--- config.mk ---
export PLATFORM = sky130hd
export DESIGN_NAME = memory_arbiter_flat
export DESIGN_NICKNAME = d
export VERILOG_FILES = /design/src/rtl/memory_arbiter_pkg.sv /design/src/rtl/memory_arbiter_if.sv /design/src/rtl/memory_arbiter.sv /design/src/flat_wrapper.sv
export SDC_FILE = /design/constraint.sdc
export NUM_CORES = 1
export LEC_CHECK = 0
export ABC_AREA = 0
export CORE_MARGIN = 2
export CORE_UTILIZATION = 30
export CTS_BUF_LIST = sky130_fd_sc_hd__clkbuf_4
export CTS_CLUSTER_DIAMETER = 60
export DETAILED_ROUTE_END_ITERATION = 8
export PLACE_DENSITY_LB_ADDON = 0.25
export SYNTH_ARGS = -nofsm -noshare
export SYNTH_HDL_FRONTEND = slang
export SYNTH_SLANG_ARGS = --single-unit
--- constraint.sdc ---
create_clock -name CLK -period 2.25 [get_ports CLK]
set_input_delay 0.3375 -clock CLK [delete_from_list [all_inputs] [get_ports CLK]]
set_output_delay 0.3375 -clock CLK [all_outputs]
set_load 0.02 [all_outputs]
--- src/rtl/memory_arbiter_pkg.sv ---
// Shared types for the cache-to-RAM arbitration path.
package memory_arbiter_pkg;

    typedef logic [31:0] word_t;

    // RAM handshake state as reported by the RAM model/controller.
    typedef enum logic [1:0] {
        FREE   = 2'd0,
        BUSY   = 2'd1,
        ACCESS = 2'd2,
        ERROR  = 2'd3
    } ramstate_t;

    // Arbiter FSM states.
    typedef enum logic [1:0] {
        IDLE    = 2'd0,
        GRANT_I = 2'd1,
        GRANT_D = 2'd2,
        RESP    = 2'd3
    } arb_state_t;

endpackage

--- src/rtl/memory_arbiter_if.sv ---
// Cache-side bus: icache/dcache word requests and their wait/load responses.
interface memory_arbiter_if;
    import memory_arbiter_pkg::*;

    logic  iREN;
    word_t iaddr;
    logic  iwait;
    word_t iload;
    logic  dREN;
    logic  dWEN;
    word_t daddr;
    word_t dstore;
    logic  dwait;
    word_t dload;

    // Caches issue requests and consume responses.
    modport master (
        output iREN, iaddr, dREN, dWEN, daddr, dstore,
        input  iwait, iload, dwait, dload
    );

    // Arbiter consumes requests and drives responses.
    modport slave (
        input  iREN, iaddr, dREN, dWEN, daddr, dstore,
        output iwait, iload, dwait, dload
    );

endinterface

--- src/rtl/memory_arbiter.sv ---
// Arbitrates icache/dcache word requests onto a single-ported RAM, one
// transaction at a time, data first with alternation under contention.
module memory_arbiter
    import memory_arbiter_pkg::*;
#(
    parameter int unsigned RETRY_MAX = 16,
    parameter int unsigned CNT_W     = 5
) (
    input  logic            CLK,
    input  logic            RST,
    memory_arbiter_if.slave cif,
    output logic            ramREN,
    output logic            ramWEN,
    output word_t           ramaddr,
    output word_t           ramstore,
    input  word_t           ramload,
    input  ramstate_t       ramstate,
    output logic            err
);

    localparam logic [CNT_W-1:0] RETRY_LIM = CNT_W'(RETRY_MAX);

    arb_state_t       state_q, state_d;
    logic [CNT_W-1:0] cnt_q, cnt_d;
    logic             last_d_q, last_d_d;
    logic             err_q, err_d;
    logic             ren_q, ren_d;
    logic             wen_q, wen_d;
    word_t            addr_q, addr_d;
    word_t            store_q, store_d;
    word_t            iload_q, iload_d;
    word_t            dload_q, dload_d;
    logic             side_d_q, side_d_d;   // granted side is data
    logic             wr_q, wr_d;           // granted transaction is a write
    logic             abort_q, abort_d;     // requester let go before RESP

    logic             d_req;
    logic             cur_req;
    logic             strobe_on;
    logic [CNT_W-1:0] cnt_inc;

    assign d_req     = cif.dREN | cif.dWEN;
    assign cur_req   = side_d_q ? d_req : cif.iREN;
    assign strobe_on = ren_q | wen_q;
    assign cnt_inc   = cnt_q + CNT_W'(1);

    // State and datapath registers.
    always_ff @(posedge CLK) begin
        if (RST) begin
            state_q  <= IDLE;
            cnt_q    <= '0;
            last_d_q <= 1'b0;
            err_q    <= 1'b0;
            ren_q    <= 1'b0;
            wen_q    <= 1'b0;
            addr_q   <= '0;
            store_q  <= '0;
            iload_q  <= '0;
            dload_q  <= '0;
            side_d_q <= 1'b0;
            wr_q     <= 1'b0;
            abort_q  <= 1'b0;
        end else begin
            state_q  <= state_d;
            cnt_q    <= cnt_d;
            last_d_q <= last_d_d;
            err_q    <= err_d;
            ren_q    <= ren_d;
            wen_q    <= wen_d;
            addr_q   <= addr_d;
            store_q  <= store_d;
            iload_q  <= iload_d;
            dload_q  <= dload_d;
            side_d_q <= side_d_d;
            wr_q     <= wr_d;
            abort_q  <= abort_d;
        end
    end

    // Next state: grant selection, RAM handshake, retry accounting.
    always_comb begin
        state_d  = state_q;
        cnt_d    = cnt_q;
        last_d_d = last_d_q;
        err_d    = err_q;
        ren_d    = ren_q;
        wen_d    = wen_q;
        addr_d   = addr_q;
        store_d  = store_q;
        iload_d  = iload_q;
        dload_d  = dload_q;
        side_d_d = side_d_q;
        wr_d     = wr_q;
        abort_d  = abort_q;
        unique case (state_q)
            IDLE: begin
                cnt_d   = '0;
                abort_d = 1'b0;
                if (d_req && !(last_d_q && cif.iREN)) begin
                    state_d  = GRANT_D;
                    side_d_d = 1'b1;
                    wr_d     = cif.dWEN;
                    ren_d    = !cif.dWEN;
                    wen_d    = cif.dWEN;
                    addr_d   = cif.daddr;
                    store_d  = cif.dstore;
                end else if (cif.iREN) begin
                    state_d  = GRANT_I;
                    side_d_d = 1'b0;
                    wr_d     = 1'b0;
                    ren_d    = 1'b1;
                    wen_d    = 1'b0;
                    addr_d   = cif.iaddr;
                end
            end
            GRANT_I, GRANT_D: begin
                abort_d = abort_q | !cur_req;
                if (!strobe_on) begin
                    // Strobes were dropped for one cycle after ERROR: reissue.
                    ren_d = !wr_q;
                    wen_d = wr_q;
                end else begin
                    unique case (ramstate)
                        ACCESS: begin
                            ren_d    = 1'b0;
                            wen_d    = 1'b0;
                            last_d_d = side_d_q;
                            state_d  = RESP;
                            if (!wr_q) begin
                                if (side_d_q) dload_d = ramload;
                                else          iload_d = ramload;
                            end
                        end
                        ERROR: begin
                            ren_d = 1'b0;
                            wen_d = 1'b0;
                            cnt_d = cnt_inc;
                            if (cnt_inc == RETRY_LIM) begin
                                err_d   = 1'b1;
                                cnt_d   = '0;
                                state_d = IDLE;
                            end
                        end
                        default: ;
                    endcase
                end
            end
            RESP: begin
                state_d = IDLE;
                cnt_d   = '0;
            end
            default: state_d = IDLE;
        endcase
    end

    // Outputs: one-cycle wait pulse for the granted, non-aborted side.
    always_comb begin
        cif.iwait = !((state_q == RESP) && !side_d_q && !abort_q);
        cif.dwait = !((state_q == RESP) &&  side_d_q && !abort_q);
        cif.iload = iload_q;
        cif.dload = dload_q;
        ramREN    = ren_q;
        ramWEN    = wen_q;
        ramaddr   = addr_q;
        ramstore  = store_q;
        err       = err_q;
    end

endmodule

--- src/flat_wrapper.sv ---
// flat-port wrapper written by rule: the top's interface ports become plain ports
module memory_arbiter_flat import memory_arbiter_pkg::*;
#(
    parameter int unsigned RETRY_MAX = 16,
    parameter int unsigned CNT_W     = 5
)
  (CLK, RST, ramREN, ramWEN, ramaddr, ramstore, ramload, ramstate, err, cif_iREN, cif_iaddr, cif_dREN, cif_dWEN, cif_daddr, cif_dstore, cif_iwait, cif_iload, cif_dwait, cif_dload);
  memory_arbiter_if cif_i ();
  input  logic CLK;
  input  logic RST;
  output logic ramREN;
  output logic ramWEN;
  output word_t ramaddr;
  output word_t ramstore;
  input  word_t ramload;
  input  ramstate_t ramstate;
  output logic err;
  input wire logic [$bits(cif_i.iREN)-1:0] cif_iREN;
  input wire logic [$bits(cif_i.iaddr)-1:0] cif_iaddr;
  input wire logic [$bits(cif_i.dREN)-1:0] cif_dREN;
  input wire logic [$bits(cif_i.dWEN)-1:0] cif_dWEN;
  input wire logic [$bits(cif_i.daddr)-1:0] cif_daddr;
  input wire logic [$bits(cif_i.dstore)-1:0] cif_dstore;
  output wire logic [$bits(cif_i.iwait)-1:0] cif_iwait;
  output wire logic [$bits(cif_i.iload)-1:0] cif_iload;
  output wire logic [$bits(cif_i.dwait)-1:0] cif_dwait;
  output wire logic [$bits(cif_i.dload)-1:0] cif_dload;
  assign cif_i.iREN = cif_iREN;
  assign cif_i.iaddr = cif_iaddr;
  assign cif_i.dREN = cif_dREN;
  assign cif_i.dWEN = cif_dWEN;
  assign cif_i.daddr = cif_daddr;
  assign cif_i.dstore = cif_dstore;
  assign cif_iwait = cif_i.iwait;
  assign cif_iload = cif_i.iload;
  assign cif_dwait = cif_i.dwait;
  assign cif_dload = cif_i.dload;
  memory_arbiter #(.RETRY_MAX(RETRY_MAX), .CNT_W(CNT_W)) u_core (.CLK(CLK), .RST(RST), .cif(cif_i), .ramREN(ramREN), .ramWEN(ramWEN), .ramaddr(ramaddr), .ramstore(ramstore), .ramload(ramload), .ramstate(ramstate), .err(err));
endmodule
==> impl_metrics.json <==
{
  "ir_worst_vdd_mv": 0.481,
  "cp-start-kind": "register",
  "setup_viol": 0,
  "fill_cells": 1806,
  "vias": 5516,
  "multi_input_area_sq_um": 2370,
  "clock-sinks": 142,
  "async_flop_share_pct": 0,
  "die_area_sq_um": 19300,
  "cp.arrival_ns": 1.70,
  "clock_latency_ns": 0.54,
  "io_pins": 268,
  "synthAdderAreaFrac_pct": 0.914,
  "ys_ff_latch": 142,
  "synth_cell_types": 37,
  "final_cell_mix": "267 x nand2_1, 264 x clkdlybuf4s50_1, 140 x dfxtp_1",
  "p_leak_uw": 0.00312,
  "clkTransAtPathRegs_ns": 0.14,
  "antenna_left": 0,
  "fin_area_sq_um": 8710,
  "synth_nets": 836,
  "worst_setup_path_end_kind": "output pin",
  "finalClockSkew_ns": 0.0253,
  "grt_setup_unrepaired": "false",
  "slew_headroom_pct": 67.8,
  "drv_cap": 0,
  "coreArea_sq_um": 18000,
  "cts_hold_buf": 0,
  "period_minus_slack_ns": 2.03,
  "dp_hpwl_mm": 11.8,
  "die_w_um": 139,
  "antenna_found_initial": 1,
  "cts_max_path_buffers": 2,
  "postPlaceCellArea_sq_um": 8400,
  "powerDensity_nw_per_um2": 899,
  "port_buffers": 267,
  "row_count": 49,
  "yosysWarnings": 0,
  "gp_congestion": 0.733,
  "fp.dieH_um": 139,
  "final_common_cell": "nand2_1",
  "first_pass_iters": 4,
  "initial_utilization_pct": 30.5,
  "wl_per_cell_um": 14.1,
  "layout.nets": 1087,
  "numCtsBuffers": 17,
  "critical_path_class": "reg2out",
  "synth-edff-count": 0,
  "via_per_inst": 4.63,
  "root_buffer": "clkbuf_4",
  "required_ns": 1.91,
  "synth-simple-area-share_pct": 24.8,
  "cp_max_fo": 3,
  "cp_cell_sequence": "ha_1 > or3b_2 > buf_2",
  "synth_xor_area_share_pct": 0.320,
  "grt-ovfl-total": 0,
  "worst_slew_pin_slew_ns": 0.479,
  "grt_start_max_net_pins": 67,
  "min_period_over_period_pct": 90.4,
  "drc": 0,
  "ys.flop_type": "dfxtp_1",
  "drt-initial-drc-count": 258,
  "wl_mm": 16.8,
  "reg2reg_slack_ns": 0.37,
  "avgSynthCellArea_sq_um": 7.86,
  "drive_above_1_share_pct": 6.24,
  "area_growth_pct": 59.1,
  "finalHoldViolations": 0,
  "netlist_area_sq_um": 5480,
  "cts_tree": "yes",
  "seqCellArea_sq_um": 2850,
  "synth.area.mux_share_pct": 0.366,
  "synth_top_family_by_area": "simple AND/OR/NAND/NOR gates",
  "fin_util_pct": 48.5,
  "cpMaxStageDelayCell": "or3b_2",
  "fin_cells": 1192,
  "synth_cells": 697,
  "hold_path_class": "in2reg",
  "cpPeakStageDelay_ns": 0.45,
  "seq_area_frac_synth_pct": 51.9,
  "grt_pass1_wl_mm": 27.2,
  "post_cts_buffers": 0,
  "power_uw": 7830,
  "setup_tns_ns": 0,
  "drv_slew": 0,
  "first_global_vias": 5301,
  "track_usage_pct": 17.3,
  "fmax_mhz": 492,
  "htreeDepth": 4,
  "synth_compound_area_share_pct": 16.8,
  "status": "complete, no violations",
  "dp_cells": 1158
}
worst max-delay path: cells and delay by family (launching register included):
kind | cells | cell delay (ns)
adder cells (fa/ha/maj) | 1 | 0.17
buffers and inverters | 1 | 0.18
flip-flops | 1 | 0.37
AND/OR/NAND/NOR | 1 | 0.45
report_power, final:
| group | switching [uW] | internal [uW] |
|---|---|---|
| combinational | 1570 | 1350 |
| clock | 975 | 819 |
| sequential | 217 | 2910 |
cells in the mapped netlist, types with 2 or more instances:
| cell | count | area share (%) |
|---|---|---|
| ha_1 | 4 | 0.91 |
| buf_4 | 2 | 0.27 |
| buf_1 | 3 | 0.21 |
| mux2i_1 | 2 | 0.37 |
| clkbuf_1 | 30 | 2.1 |
| inv_1 | 4 | 0.27 |
| xor2_1 | 2 | 0.32 |
| nand3b_1 | 2 | 0.27 |
| nand2_1 | 267 | 18 |
| buf_2 | 10 | 0.91 |
| a311oi_1 | 35 | 5.6 |
| nor3b_1 | 2 | 0.27 |
| dfxtp_1 | 142 | 52 |
| and2_1 | 3 | 0.34 |
| a32oi_1 | 2 | 0.32 |
| a21oi_1 | 105 | 9.6 |
| nor3_1 | 4 | 0.37 |
| nor2_1 | 51 | 3.5 |
| buf_6 | 6 | 1.2 |
| nand2b_1 | 3 | 0.34 |
| nor2b_1 | 2 | 0.23 |
sequential cells by signal, indices dropped and copies added (netlist names):
register,cells
u_core.cif.dload,32
u_core.ramREN,1
u_core.ramaddr,32
u_core.cif.iload,32
u_core.wr_q,1
u_core.err,1
u_core.cnt_q,5
u_core.state_q,2
u_core.abort_q,1
u_core.last_d_q,1
u_core.side_d_q,1
u_core.ramstore,32
u_core.ramWEN,1
final timing paths:
kind	from	end	depth (start not counted)
setup / recovery	u_core.state_q[0]$_SDFFE_PP0P_	cif_iwait	3
hold reg to reg	u_core.ramstore[16]$_SDFFE_PP0P_	u_core.ramstore[16]$_SDFFE_PP0P_	2
hold / removal	RST	u_core.wr_q$_SDFFE_PP0P_	2
setup reg to reg	u_core.state_q[1]$_SDFFE_PP0P_	u_core.cif.iload[4]$_SDFFE_PP0P_	7
stage by stage:
stage                     hold WS (ns)  setup slack (ns)
after global routing             0.131            0.0882
after floorplan                  0.474             0.684
after detailed placement         0.446             0.143
after CTS                        0.123            0.0255
after global placement           0.441             0.216
final                            0.177             0.216
layout make-up:
cell class	count	area share [%]
timing repair buffer	283	33.0
sequential	142	32.7
multi-input combinational	500	27.3
tap	229	3.29
clock inverter	12	1.87
clock buffer	20	1.72
inverter	4	0.172
antenna	2	0.0575
metal layers:
layer,part of all wire [%],vias to the layer above,global-route usage (%)
li1,-,2818,-
met2,48,203,29.2
met5,0,-,0
met3,8.7,16,7.49
met1,42,2479,20.0
met4,1.6,0,5.37
cell families (layout without fill, tap and decap cells):
logic type | Yosys count | in the layout
multiplexers | 2 | 2
flip-flops | 142 | 142
AND/OR/NAND/NOR | 341 | 341
other | 0 | 2
buffers and inverters | 55 | 319
XOR/XNOR | 2 | 2
adder cells (fa/ha/maj) | 4 | 4
AO/OA/AOI/OAI | 151 | 151
timing repair:
action,CTS,global route
gates resized for setup,4,3
endpoints found under the setup margin,2,1
pin swaps,0,0
Note: power is estimated with default switching activity, not from simulation.
